--- config.mk ---
export PLATFORM = sky130hd
export DESIGN_NAME = mem_arbiter
export DESIGN_NICKNAME = d
export VERILOG_FILES = /design/src/rtl/mem_arbiter.sv
export SDC_FILE = /design/constraint.sdc
export NUM_CORES = 1
export LEC_CHECK = 0
export CAP_MARGIN = 20
export CORE_ASPECT_RATIO = 0.9
export CORE_MARGIN = 2
export CORE_UTILIZATION = 50
export CTS_CLUSTER_DIAMETER = 40
export DETAILED_ROUTE_END_ITERATION = 7
export PLACE_DENSITY = 0.82
export SETUP_SLACK_MARGIN = 0.02
export SLEW_MARGIN = 20
export SYNTH_ARGS = -nofsm -noshare
export SYNTH_HDL_FRONTEND = slang
export SYNTH_SLANG_ARGS = --single-unit
export TNS_END_PERCENT = 10
--- constraint.sdc ---
create_clock -name clk -period 4.3 [get_ports clk]
set_clock_uncertainty 0.05 [all_clocks]
set_input_delay 0.645 -clock clk [delete_from_list [all_inputs] [get_ports clk]]
set_output_delay 0.645 -clock clk [all_outputs]
set_load 0.05 [all_outputs]
--- src/rtl/mem_arbiter.sv ---
// mem_arbiter
//   Sole driver of a byte-wide, single-port main memory, shared between the
//   instruction-fetch port and the data (load/store) port. Each accepted
//   request becomes a burst of 1, 2 or 4 little-endian byte accesses. Read
//   bytes are assembled into a zero-extended word.
//
//   Build option: define MEM_ARB_DATA_PRIORITY_EN to make the data port win
//   every contested grant. Left undefined, contested grants alternate
//   round-robin.
//
//   Flow: IDLE -> BUSY (one memory byte per cycle) -> RESP (one-cycle done)
//   -> IDLE.

module mem_arbiter #(
    parameter int ADDR_WIDTH = 17,
    parameter int LEN        = 32,
    parameter int BYTE_SIZE  = 8
) (
    input  logic                  clk,
    input  logic                  rst,

    // instruction fetch port (always a full word)
    input  logic                  inst_req,
    input  logic [ADDR_WIDTH-1:0] inst_addr,
    output logic                  inst_done,
    output logic [LEN-1:0]        inst_data,

    // data load/store port
    input  logic                  data_req,
    input  logic                  data_we,
    input  logic [1:0]            data_size,
    input  logic [ADDR_WIDTH-1:0] data_addr,
    input  logic [LEN-1:0]        data_wdata,
    output logic                  data_done,
    output logic [LEN-1:0]        data_rdata,

    // memory bus
    output logic [ADDR_WIDTH-1:0] mem_vis_addr,
    output logic [1:0]            mem_vis_signal,
    output logic [BYTE_SIZE-1:0]  writen_data,
    input  logic [BYTE_SIZE-1:0]  mem_data
);

    // Memory operation codes.
    localparam logic [1:0] SIG_IDLE      = 2'b00;
    localparam logic [1:0] SIG_READ_INST = 2'b01;
    localparam logic [1:0] SIG_READ_DATA = 2'b10;
    localparam logic [1:0] SIG_WRITE     = 2'b11;

    // A word holds LANES bytes. The byte counter must reach LANES, because a
    // read spends one extra cycle capturing its last byte.
    localparam int LANES  = LEN / BYTE_SIZE;
    localparam int LANE_W = $clog2(LANES);
    localparam int CNT_W  = $clog2(LANES + 1);

    typedef enum logic [1:0] {
        ST_IDLE,
        ST_BUSY,
        ST_RESP
    } state_t;

    typedef enum logic {
        PORT_INST = 1'b0,
        PORT_DATA = 1'b1
    } port_t;

    state_t                state_q;
    state_t                state_d;
    port_t                 grant_q;     // port that owns the current burst
    port_t                 grant_sel;   // port that would win in IDLE this cycle
    logic [ADDR_WIDTH-1:0] base_q;      // latched start address
    logic                  we_q;        // latched store flag
    logic [LEN-1:0]        wdata_q;     // latched store data
    logic [CNT_W-1:0]      n_q;         // burst length in bytes
    logic [CNT_W-1:0]      n_sel;       // burst length of the request in IDLE
    logic [CNT_W-1:0]      cnt_q;       // byte index of the current cycle
    logic [CNT_W-1:0]      cnt_prev;    // byte index captured this cycle
    logic [LANE_W-1:0]     wr_lane;
    logic [LANE_W-1:0]     rd_lane;
    logic [LEN-1:0]        rbuf_q;      // partially assembled read word
    logic [LEN-1:0]        rd_word;     // rbuf_q plus the byte captured this cycle
    logic [LEN-1:0]        inst_data_q;
    logic [LEN-1:0]        data_rdata_q;
    logic                  accept;      // grant a request at the coming edge
    logic                  burst_end;   // last cycle of the burst
    logic                  capture;     // mem_data holds a byte to capture
    logic                  bus_active;  // a byte access is issued this cycle

`ifndef MEM_ARB_DATA_PRIORITY_EN
    port_t                 last_grant_q;
`endif

    // Arbitration: pick the winning port from the current requests.
    // NOTE: Every variable written in an always_comb block gets a default on
    // the first line. Any path that leaves a variable unassigned would infer a
    // latch.
    always_comb begin
        grant_sel = PORT_INST;
`ifdef MEM_ARB_DATA_PRIORITY_EN
        if (data_req) begin
            grant_sel = PORT_DATA;
        end
`else
        if (inst_req && data_req) begin
            grant_sel = (last_grant_q == PORT_INST) ? PORT_DATA : PORT_INST;
        end else if (data_req) begin
            grant_sel = PORT_DATA;
        end
`endif
    end

    // Burst length of the winning request. Fetches are always a full word,
    // and size 11 is treated as a word.
    always_comb begin
        n_sel = CNT_W'(LANES);
        if (grant_sel == PORT_DATA) begin
            case (data_size)
                2'b00:   n_sel = CNT_W'(1);
                2'b01:   n_sel = CNT_W'(2);
                default: n_sel = CNT_W'(LANES);
            endcase
        end
    end

    // State register.
    // NOTE: Sequential state is assigned with <= so that every flop samples
    // values from before the edge, whatever order the blocks are evaluated in.
    always_ff @(posedge clk) begin
        if (rst) begin
            state_q <= ST_IDLE;
        end else begin
            state_q <= state_d;
        end
    end

    // Next state and burst control strobes.
    // A write ends on the edge that commits its last byte. A read needs one
    // more cycle, because the memory returns data a cycle after the address.
    always_comb begin
        state_d   = state_q;
        accept    = 1'b0;
        burst_end = 1'b0;
        case (state_q)
            ST_IDLE: begin
                if (inst_req || data_req) begin
                    accept  = 1'b1;
                    state_d = ST_BUSY;
                end
            end
            ST_BUSY: begin
                if (we_q) begin
                    burst_end = (cnt_q == n_q - CNT_W'(1));
                end else begin
                    burst_end = (cnt_q == n_q);
                end
                if (burst_end) begin
                    state_d = ST_RESP;
                end
            end
            ST_RESP: begin
                // No grant in this cycle. A request still held is seen in IDLE.
                state_d = ST_IDLE;
            end
            default: begin
                state_d = ST_IDLE;
            end
        endcase
    end

    // Byte lanes. The capture lane trails the issue lane by one cycle.
    assign cnt_prev = cnt_q - CNT_W'(1);
    assign wr_lane  = cnt_q[LANE_W-1:0];
    assign rd_lane  = cnt_prev[LANE_W-1:0];
    assign capture  = (state_q == ST_BUSY) && !we_q && (cnt_q != '0);

    // Merge the byte arriving from memory into the partial read word.
    always_comb begin
        rd_word = rbuf_q;
        if (capture) begin
            rd_word[rd_lane*BYTE_SIZE +: BYTE_SIZE] = mem_data;
        end
    end

    // Request latch, byte counter, read assembly and result registers.
    always_ff @(posedge clk) begin
        if (rst) begin
            grant_q      <= PORT_INST;
            base_q       <= '0;
            we_q         <= 1'b0;
            wdata_q      <= '0;
            n_q          <= '0;
            cnt_q        <= '0;
            rbuf_q       <= '0;
            inst_data_q  <= '0;
            data_rdata_q <= '0;
`ifndef MEM_ARB_DATA_PRIORITY_EN
            last_grant_q <= PORT_INST;
`endif
        end else if (accept) begin
            // Snapshot the request. Later changes on the requester inputs
            // have no effect until this burst completes.
            grant_q <= grant_sel;
            n_q     <= n_sel;
            cnt_q   <= '0;
            rbuf_q  <= '0;
`ifndef MEM_ARB_DATA_PRIORITY_EN
            last_grant_q <= grant_sel;
`endif
            if (grant_sel == PORT_DATA) begin
                base_q  <= data_addr;
                we_q    <= data_we;
                wdata_q <= data_wdata;
            end else begin
                base_q  <= inst_addr;
                we_q    <= 1'b0;
                wdata_q <= '0;
            end
        end else if (state_q == ST_BUSY) begin
            cnt_q <= cnt_q + CNT_W'(1);
            if (capture) begin
                rbuf_q <= rd_word;
            end
            // Publish a completed read to its port. The value holds until
            // that port's next completed read.
            if (burst_end && !we_q) begin
                if (grant_q == PORT_INST) begin
                    inst_data_q <= rd_word;
                end else begin
                    data_rdata_q <= rd_word;
                end
            end
        end
    end

    // The bus is driven only while bytes are still being issued. It is forced
    // idle during reset, so a burst aborted mid-way commits no further bytes.
    assign bus_active = (state_q == ST_BUSY) && (cnt_q < n_q) && !rst;

    // Memory bus drive.
    always_comb begin
        mem_vis_addr   = '0;
        mem_vis_signal = SIG_IDLE;
        writen_data    = '0;
        if (bus_active) begin
            mem_vis_addr = base_q + ADDR_WIDTH'(cnt_q);
            if (we_q) begin
                mem_vis_signal = SIG_WRITE;
                writen_data    = wdata_q[wr_lane*BYTE_SIZE +: BYTE_SIZE];
            end else if (grant_q == PORT_INST) begin
                mem_vis_signal = SIG_READ_INST;
            end else begin
                mem_vis_signal = SIG_READ_DATA;
            end
        end
    end

    // Only the port that owns the burst sees done, and only in RESP.
    assign inst_done  = (state_q == ST_RESP) && (grant_q == PORT_INST) && !rst;
    assign data_done  = (state_q == ST_RESP) && (grant_q == PORT_DATA) && !rst;
    assign inst_data  = inst_data_q;
    assign data_rdata = data_rdata_q;

endmodule
==> flow_summary.ini, run 1 <==
[place]
post-place-ws_ps = 944.7
dpl_cell_area_sq_um = 8439
port_buffers = 173
dp_hpwl_um = 11370
finalWeightedCongestion = 0.8334

[power_and_ir_drop]
power.density_nw_per_um2 = 443.7
p_leak_nw = 3.370
ir_worst_vdd_mv = 0.2908

[clock_network]
clockRootBuffer = clkbuf_16
cts_max_path_buffers = 2
clk_pin_slew_ps = 60
cts_setup_buffers = 0
holdBufCountCts = 0
tritoncts = built
cts-resized-gates = 0
insertion_delay_ps = 410
cts_sinks = 155
htree_levels = 4
cts_made_buffers = 17

[drt]
drt_wl_total_um = 16400
wl_per_cell_um = 16.40
vias = 5495
drt-vias-per-instance = 5.495
ant_nets = 0
drc_errors = 0
drt-initial-drc-count = 343
dr.pass1.iters = 4

[timing]
fin_crit_ps = 3863
period_share_pct = 89.84
setup_slack_ps = 436.7
hold_viol_final = 0
tightestPinTransition_ps = 709.7
maxSlewViolCount = 0
fmax_mhz = 258.8
fin_tns_setup_ps = 0
setup_violations = 0
rsz0062_at_grt = no
slew_headroom_pct = 52.69
timing.hold.ws_ps = 427.0

[synthesis]
ys_seq_area_share_pct = 46.77
syn_area_per_cell_sq_um = 9.874
synth_edf_count = 0
synth_nets = 767
synthesis.area_sq_um = 6635
async_reset_ff_share_pct = 0
ys_ff_latch = 155
ys.flop_type = dfxtp_1
ys_types = 47
yosysWarnings = 0
syn_inst = 672

[global_routing]
grt_pass1_vias = 5479
grt_pass1_wl_um = 26760
grt_max_degree = 65
track_usage_pct = 23.23
antenna_found_initial = 0
overflow = 0

[worst_setup_path]
path_max_fanout = 18
required_ps = 3610
worstPathArrival_ps = 3170
start_kind = flip-flop
end_kind = output port
path_class = flip-flop to output port

[floorplanning]
die_w_um = 125.4
core_area_sq_um = 12830
die_area_sq_um = 14210
die_h_um = 113.3
io_pins = 174
floorplan.initialDensity_pct = 51.70
rows = 39

[min_path]
hold_path.class = flip-flop to flip-flop

[cells_and_area]
n_antenna_cell = 0
drive_above_1_share_pct = 9.330
layout_common_cells = clkdlybuf4s50_1, dfxtp_1, nor2_1, a211oi_1, mux2i_1
fill_cells = 936
final_common_cell = clkdlybuf4s50_1
num-nets-final = 919
synthToLayoutAreaGrowth_pct = 36.55
fin_area_sq_um = 9060

[run]
cap_violations = 0

[outcome]
status = finished clean
[stage by stage]
stage	total power [mW]	util [%]	std cells
floorplan	2.200	-	672
global placement	2.454	65.76	969
detailed placement	2.477	65.76	969
CTS	4.047	70.59	1000
global route	4.173	70.60	1000
finish	4.020	70.60	1000
[logic make-up after synthesis]
logic type / Yosys count / synth area share (%)
AND/OR/NAND/NOR: 232 / 17.31
buffers and inverters: 58 / 4.073
multiplexers: 57 / 10.11
flip-flops: 155 / 46.77
XOR/XNOR: 11 / 1.678
adder cells (fa/ha/maj): 14 / 2.753
AO/OA/AOI/OAI: 145 / 17.31
[layout make-up]
cell class | count | area (sq um) | share of cell area (%)
clock inverter | 6 | 133.9 | 1.478
inverter | 9 | 33.78 | 0.3729
sequential | 155 | 3103 | 34.25
clock buffer | 25 | 485.5 | 5.358
tap | 164 | 205.2 | 2.265
timing repair buffer | 182 | 1817 | 20.05
multi-input combinational | 459 | 3282 | 36.22
[flip-flops by register name, indices dropped and copies added (netlist names)]
| signal | flops |
|---|---|
| we_q | 1 |
| base_q | 17 |
| wdata_q | 32 |
| last_grant_q | 1 |
| rbuf_q | 32 |
| n_q | 3 |
| inst_data | 32 |
| data_rdata | 32 |
| cnt_q | 3 |
| state_q | 2 |
[metal layers]
| metal | up-vias | GRT usage, % | wire length [um] |
|---|---|---|---|
| met5 | - | 0 | 0 |
| met4 | 0 | 8.296 | 196 |
| met3 | 16 | 5.437 | 779 |
| met2 | 143 | 40.29 | 8160 |
| met1 | 2628 | 28.38 | 7268 |
| li1 | 2708 | - | - |
[synthesized netlist by cell type, types with 2 or more instances]
| library cell | instances | share of area (%) |
|---|---|---|
| dfxtp_1 | 155 | 47 |
| nor2_1 | 133 | 7.5 |
| a211oi_1 | 67 | 7.6 |
| mux2i_1 | 49 | 7.4 |
| and2_1 | 33 | 3.1 |
| a22o_1 | 32 | 4.2 |
| clkbuf_1 | 24 | 1.4 |
| a211oi_2 | 15 | 2.8 |
| a21oi_1 | 15 | 1.1 |
| buf_2 | 15 | 1.1 |
| ha_1 | 13 | 2.5 |
| nor2b_1 | 13 | 1.2 |
| inv_1 | 9 | 0.51 |
| nand2_1 | 9 | 0.51 |
| o21ai_0 | 9 | 0.68 |
| mux4_2 | 8 | 2.7 |
| buf_4 | 7 | 0.79 |
| nand3_1 | 6 | 0.45 |
| or3_1 | 6 | 0.57 |
| and3_1 | 5 | 0.47 |
| xnor2_1 | 5 | 0.66 |
| xor2_1 | 5 | 0.66 |
| nand2b_1 | 4 | 0.38 |
| nor3_1 | 4 | 0.30 |
| nand3_2 | 3 | 0.45 |
| nand4_1 | 3 | 0.28 |
| and4_1 | 2 | 0.26 |
| buf_1 | 2 | 0.11 |
| nor3b_1 | 2 | 0.23 |
| o2111ai_1 | 2 | 0.26 |
[worst max-delay path, stage by stage (launching register included)]
cell	delay [ps]
dfxtp_1	330
inv_1	70
ha_1	300
nor2b_1	130
o21ai_0	280
nand2_1	480
nor3_1	320
clkdlybuf4s50_1	840
[report_power, final]
group | switching, mW | internal (mW) | leakage (nW) | total [mW]
registers | 0.0869 | 1.55 | 1.26 | 1.63
clock network | 0.552 | 1.02 | 0.302 | 1.57
logic | 0.488 | 0.328 | 1.81 | 0.816
[path summary, 6_finish.rpt]
kind | start | endpoint | slack, ps | depth (start not counted)
min reg2reg | wdata_q[17] | wdata_q[17] | 430 | 1
max | n_q[1] | mem_vis_addr[2] | 440 | 7
min | wdata_q[17] | wdata_q[17] | 430 | 1
max reg2reg | cnt_q[0] | data_rdata[11] | 1860 | 7
No activity file was read; power rests on OpenSTA's default activity.
==> inputs of run 2 (changes only) <==
--- a/config.mk
+++ b/config.mk
@@ -5,13 +5,16 @@
 export SDC_FILE = /design/constraint.sdc
 export NUM_CORES = 1
 export LEC_CHECK = 0
+export ABC_CLOCK_PERIOD_IN_PS = 4300
 export CAP_MARGIN = 20
+export CELL_PAD_IN_SITES_DETAIL_PLACEMENT = 1
+export CELL_PAD_IN_SITES_GLOBAL_PLACEMENT = 1
 export CORE_ASPECT_RATIO = 0.9
 export CORE_MARGIN = 2
-export CORE_UTILIZATION = 50
+export CORE_UTILIZATION = 40
 export CTS_CLUSTER_DIAMETER = 40
 export DETAILED_ROUTE_END_ITERATION = 7
-export PLACE_DENSITY = 0.82
+export PLACE_DENSITY_LB_ADDON = 0.1
 export SETUP_SLACK_MARGIN = 0.02
 export SLEW_MARGIN = 20
 export SYNTH_ARGS = -nofsm -noshare
==> run 2 against run 1 <==
Sequential share of layout area about the same. Global-route usage down 2.0 points. Hold slack about the same. Die area increased by 24%. Routed wire length rose by 13%. Maximum frequency decreased by 2.4%. Non-clock buffer count shrank 1. Power down 2.8%. Via count up 0.76%. Critical path type unchanged. Largest cell class unchanged. Largest power group unchanged.
==> flow_summary.ini, run 2 (synthesis gave the netlist of run 1 again) <==
[cells_and_area]
multi_input_area_sq_um = 3282
layout_common_cells = clkdlybuf4s50_1, dfxtp_1, nor2_1, a211oi_1, mux2i_1
fill_cells = 1803
seqCellArea_sq_um = 3103
drive_above_1_share_pct = 9.809
n_antenna_cell = 0
final_common_cell = clkdlybuf4s50_1
synthToLayoutAreaGrowth_pct = 36.51
num-nets-final = 918

[global_routing]
grt_pass1_wl_um = 30120
track_usage_pct = 21.19
grt_max_degree = 77
overflow = 0
antenna_found_initial = 0
grt_pass1_vias = 5831

[run]
cap_violations = 0

[clock_network]
htree_levels = 4
clk_pin_slew_ps = 60
cts_max_path_buffers = 2
cts_made_buffers = 17
holdBufCountCts = 0
cts_sinks = 155
tritoncts = built
insertion_delay_ps = 420
clockRootBuffer = clkbuf_16
cts-resized-gates = 0
cts_setup_buffers = 0

[worst_setup_path]
required_ps = 3610
end_kind = output port
start_kind = flip-flop
crit_start = cnt_q[0]
worstPathArrival_ps = 3260
r2r_start = cnt_q[0]
path_class = flip-flop to output port
path_max_fanout = 18

[drt]
wl_per_cell_um = 17.83
dr.pass1.iters = 4
drc_errors = 0
drt-initial-drc-count = 194
ant_nets = 0
drt_wl_total_um = 18590
drt-vias-per-instance = 5.309
vias = 5537

[place]
port_buffers = 173
dp_hpwl_um = 13040
finalWeightedCongestion = 0.8063

[timing]
period_share_pct = 92.01
fin_crit_ps = 3956
setup_violations = 0
maxSlewViolCount = 0
rsz0062_at_grt = no
timing.hold.ws_ps = 427.3
fmax_mhz = 252.8
fin_tns_setup_ps = 0
hold_viol_final = 0
slew_headroom_pct = 37.34
tightestPinTransition_ps = 940.0

[floorplanning]
die_w_um = 139.8
core_area_sq_um = 16190
rows = 44
die_area_sq_um = 17640
die_h_um = 126.2
floorplan.initialDensity_pct = 40.99
io_pins = 174

[power_and_ir_drop]
ir_worst_vdd_mv = 0.3005
p_leak_nw = 3.332
power.density_nw_per_um2 = 431.3

[min_path]
hold_path.class = flip-flop to flip-flop
hp-start = wdata_q[1]

[outcome]
status = finished clean
## run 2: worst paths after layout
kind | cells after the start | slack [ps] | to
max | 8 | 340 | mem_vis_addr[2]
min | 1 | 430 | wdata_q[1]
max reg2reg | 7 | 1430 | data_rdata[14]
min reg2reg | 1 | 430 | wdata_q[1]
## run 2: critical path, stage by stage (launching register included)
cell and delay (ps):
dfxtp_1 400, buf_4 250, inv_1 130, ha_1 160, nor2b_1 40, o21ai_0 250, nand2_1 440, nor3_1 320
clkdlybuf4s50_1 840
## run 2: metal layers
layer  global-route usage (%)  wire length [um]  vias up
met5                        0                 0        -
met4                    5.588               181        0
met3                    5.741               950       15
met2                    35.87              8948      122
met1                    26.85              8511     2698
li1                         -                 -     2702
## run 2: cell type report
type                       count  share of cell area, %
clock buffer                  20                  5.042
multi-input combinational    459                  36.23
tap                          207                  2.860
sequential                   155                  34.26
timing repair buffer         181                  19.98
clock inverter                12                  1.257
inverter                       9                 0.3730
## run 2: per-stage QoR
step	cells	cell area [sq um]	setup WS (ps)	util, %	total power [mW]
after global routing	1043	9057	40.85	55.96	4.073
after global placement	1011	8486	855.9	52.43	2.469
after floorplan	672	6635	852.4	-	2.200
after CTS	1043	9056	280.1	55.95	3.951
final	1043	9057	343.7	55.96	3.907
after detailed placement	1011	8486	759.0	52.43	2.502
## run 2: where the power goes
| group | internal (mW) | leakage (nW) | switching, mW |
|---|---|---|---|
| logic | 0.328 | 1.80 | 0.501 |
| clock network | 0.831 | 0.269 | 0.610 |
| registers | 1.55 | 1.26 | 0.0896 |
| total | 2.71 | 3.33 | 1.20 |
==> variant 1: new RTL, config.mk and constraints of run 1 <==
Set the parameter `ADDR_WIDTH` to 34 (it was 17).
--- a/src/rtl/mem_arbiter.sv
+++ b/src/rtl/mem_arbiter.sv
@@ -13,5 +13,5 @@
 
 module mem_arbiter #(
-    parameter int ADDR_WIDTH = 17,
+    parameter int ADDR_WIDTH = 34,
     parameter int LEN        = 32,
     parameter int BYTE_SIZE  = 8
Interface: changed (resized data_addr, inst_addr and mem_vis_addr); port bits go from 174 to 225. No check against the original RTL was run, so the function may have changed too.
==> variant 1 against run 1 <==
Sequential power rose by 13%. Core utilization rose by 0.99 points. Global-route usage rose by 3.8 points. Worst setup slack got worse by 0.17 ns. Synthesized cell count rose by 31%. Largest cell class unchanged. Die area rose by 13%. Routed wire length rose by 33%. Register-to-register slack got worse by 0.14 ns. Total power rose by 3.7%. Synthesized area rose by 14%. Final area rose by 16%. Sequential cell count rose by 17. Critical path depth did not move.
==> variant 1: results <==
[route]
first_pass_iters = 5
wl_met3_um = 1560
wire_per_inst_um = 17.0
wl_met1_um = 9720

[place]
place_ws_ns = 0.675
io_buffers = 224

[yosys]
syn_nets = 1007
syn_avg_cell_area_um2 = 8.59
netlist_top_cells_count = "172 x dfxtp_1, 169 x nor2_1, 89 x nand2_1, 66 x a211oi_1, 52 x clkbuf_1"
synth.yosys.seq_area_share_pct = 45.7

[power_and_ir_drop]
switchingPower_uw = 1310
p_leak_uw = 0.00374

[worst_hold_path]
whs_endpoint = "n_q[1]$_SDFFE_PP0P_"
holdCritStartpoint = "n_q[1]$_SDFFE_PP0P_"
hold_depth = 2

[grt]
grt_usage_pct = 27.0
grt_pass1_wl_um = 34700
grtUsageMet3_pct = 6.62
grt_pass1_vias = 6626
grt_max_degree = 83

[setup_path]
r2r-end = "inst_data[9]$_SDFFE_PP0P_"
worstPathArrival_ns = 3.34
worstRegToRegCells = 8
cp-endpoint = "writen_data[5]"
max_stage_delay_ns = 0.81

[final_layout]
n_all_inverters = 12
finalNonFillerCells = 1281
design.seq.count = 172
multi_input_gates = 630
clkCellAreaFrac_pct = 4.96
drive_above_1_share_pct = 8.96
multi_input_area_um2 = 3820
n_fill_cell = 1155
seqCellArea_um2 = 3440

[status]
status = "finished clean"

[sta]
period_share_pct = 93.8
tightest_slew_ns = 0.859
[variant 1: cell types whose count changed in the layout (fill, tap and decap cells not counted), moves of 29 or more]
cell	delta
nor3_1	+29
a21oi_1	+30
mux2i_1	-49
nand2_1	+80
nor2_1	+36
a311oi_1	+34
and2_1	-31
[variant 1: power groups by stage]
stage	clock, uW	combinational, uW	sequential [uW]
after CTS	1400	934	1850
after global routing	1480	1010	1860
after detailed placement	0	929	1880
after floorplan	0	427	2030
after global placement	0	918	1870
final	1390	933	1850
[variant 1: cells by family after synthesis]
group / count (synthesis) / synth area share, %
buffers and inverters: 76 / 3.92
AO/OA/AOI/OAI: 195 / 18.6
flip-flops: 172 / 45.7
adder cells (fa/ha/maj): 14 / 2.42
AND/OR/NAND/NOR: 384 / 23.6
multiplexers: 8 / 2.39
XOR/XNOR: 29 / 3.37
[variant 1: what timing repair did]
item                                    in CTS  in global routing
resized for setup                            0                  1
endpoints found under the setup margin       0                  3
hold buffers                                 0                  0
==> variant 2: new RTL, config.mk and constraints of run 1 <==
Without the edit above. Register the outputs `inst_done` and `data_done`; this adds one clock of latency there. The other outputs are not delayed to match.
--- a/src/rtl/mem_arbiter.sv
+++ b/src/rtl/mem_arbiter.sv
@@ -256,6 +256,13 @@
 
     // Only the port that owns the burst sees done, and only in RESP.
-    assign inst_done  = (state_q == ST_RESP) && (grant_q == PORT_INST) && !rst;
-    assign data_done  = (state_q == ST_RESP) && (grant_q == PORT_DATA) && !rst;
+    always_ff @(posedge clk) begin
+        if (rst) begin
+            inst_done <= '0;
+            data_done <= '0;
+        end else begin
+            inst_done <= (state_q == ST_RESP) && (grant_q == PORT_INST) && !rst;
+            data_done <= (state_q == ST_RESP) && (grant_q == PORT_DATA) && !rst;
+        end
+    end
     assign inst_data  = inst_data_q;
     assign data_rdata = data_rdata_q;
Formal check against the unedited RTL: not equivalent (Yosys sat finds a counterexample within 4 cycles, from zero or initial values and one cycle with rst high).
==> variant 2 against run 1 <==
Count of clock-buffer cells in the layout shrank 5. Final area shrank 0.51%. Total power shrank 1.6%. Synthesized area is essentially flat. Die area is essentially flat. Sequential share of layout area grew 0.62 points. Routed wire length is essentially flat. Sequential cell count grew 2. Worst setup slack lost 0.13 ns.
==> variant 2: results <==
[route]
wl_met1_um = 7460
wire_per_inst_um = 16.4
first_pass_iters = 4
wl_met2_um = 7980
drt_iter0_markers = 307

[power_and_ir_drop]
switchingPower_uw = 1180
p_leak_uw = 0.00321
irDropWorstVdd_v = 0.000286

[yosys]
synth_xor_area_share_pct = 1.68
synth.yosys.seq_area_share_pct = 47.4
synthTopCellsByArea = "dfxtp_1 47%, a211oi_1 8.8%, nor2_1 7.4%"
synth_compound_area_share_pct = 16.5
synth_cell_types = 48
netlist_top_cells_count = "157 x dfxtp_1, 131 x nor2_1, 78 x a211oi_1, 49 x mux2i_1, 33 x and2_1"
syn_nets = 769
synthAdderAreaFrac_pct = 2.75

[grt]
grtUsageMet3_pct = 5.77
grtUsageMet2_pct = 37.9
grt_max_degree = 92
grt_pass1_wl_um = 26600
grt_usage_pct = 23.3
grt_pass1_vias = 5373
met1_usage_pct = 30.6

[final_layout]
multi_input_area_um2 = 3230
nClkBuffers = 20
num-nets-final = 918
drive_above_1_share_pct = 8.25
signal_buffers = 181
buffer_area_share_pct = 20.0
n_fill_cell = 974
clkCellAreaFrac_pct = 6.57

[cts]
htree_levels = 4
cts_sinks = 157

[place]
place_ws_ns = 0.762
hpwl_um = 11200

[status]
status = "finished clean"

[sta]
tightest_slew_ns = 1.01
==> variant 2: cell count changes in the layout (fill, tap and decap cells not counted), moves of 2 or more <==
| cell | delta |
|---|---|
| inv_6 | +2 |
| a211oi_1 | +11 |
| clkinvlp_4 | +4 |
| nand3_2 | -2 |
| clkbuf_1 | -4 |
| a211oi_2 | -11 |
| bufinv_16 | -2 |
| buf_4 | -2 |
| dfxtp_1 | +2 |
| nor2_1 | -2 |
==> variant 2: path summary, 6_finish.rpt <==
path	cells after the start	end	slack, ns	from
worst max register to register	7	data_rdata[13]$_SDFFE_PP0P_	1.73	cnt_q[0]$_SDFFE_PP0N_
worst min-delay path	2	n_q[1]$_SDFFE_PP0P_	0.42	n_q[1]$_SDFFE_PP0P_
worst max-delay path	6	mem_vis_addr[2]	0.31	cnt_q[1]$_SDFFE_PP0N_
worst min register to register	2	n_q[1]$_SDFFE_PP0P_	0.42	n_q[1]$_SDFFE_PP0P_
==> variant 2: metrics by stage <==
step / power [uW] / utilization, % / hold slack (ns) / std cells / instance area, um^2
2_1_floorplan: 2210 / - / 0.394 / 674 / 6640
3_3_place_gp: 2460 / 65.6 / 0.407 / 968 / 8420
3_5_place_dp: 2490 / 65.6 / 0.411 / 968 / 8420
4_1_cts: 3980 / 70.2 / 0.427 / 1000 / 9010
5_1_grt: 4110 / 70.2 / 0.438 / 1000 / 9010
6_report: 3960 / 70.2 / 0.420 / 1000 / 9010
==> variant 2: power by group through the flow <==
stage | logic [uW] | clock network [uW] | registers [uW]
finish | 811 | 1490 | 1650
floorplan | 359 | 0 | 1850
global placement | 790 | 0 | 1680
CTS | 814 | 1510 | 1650
global route | 868 | 1570 | 1670
detailed placement | 809 | 0 | 1680
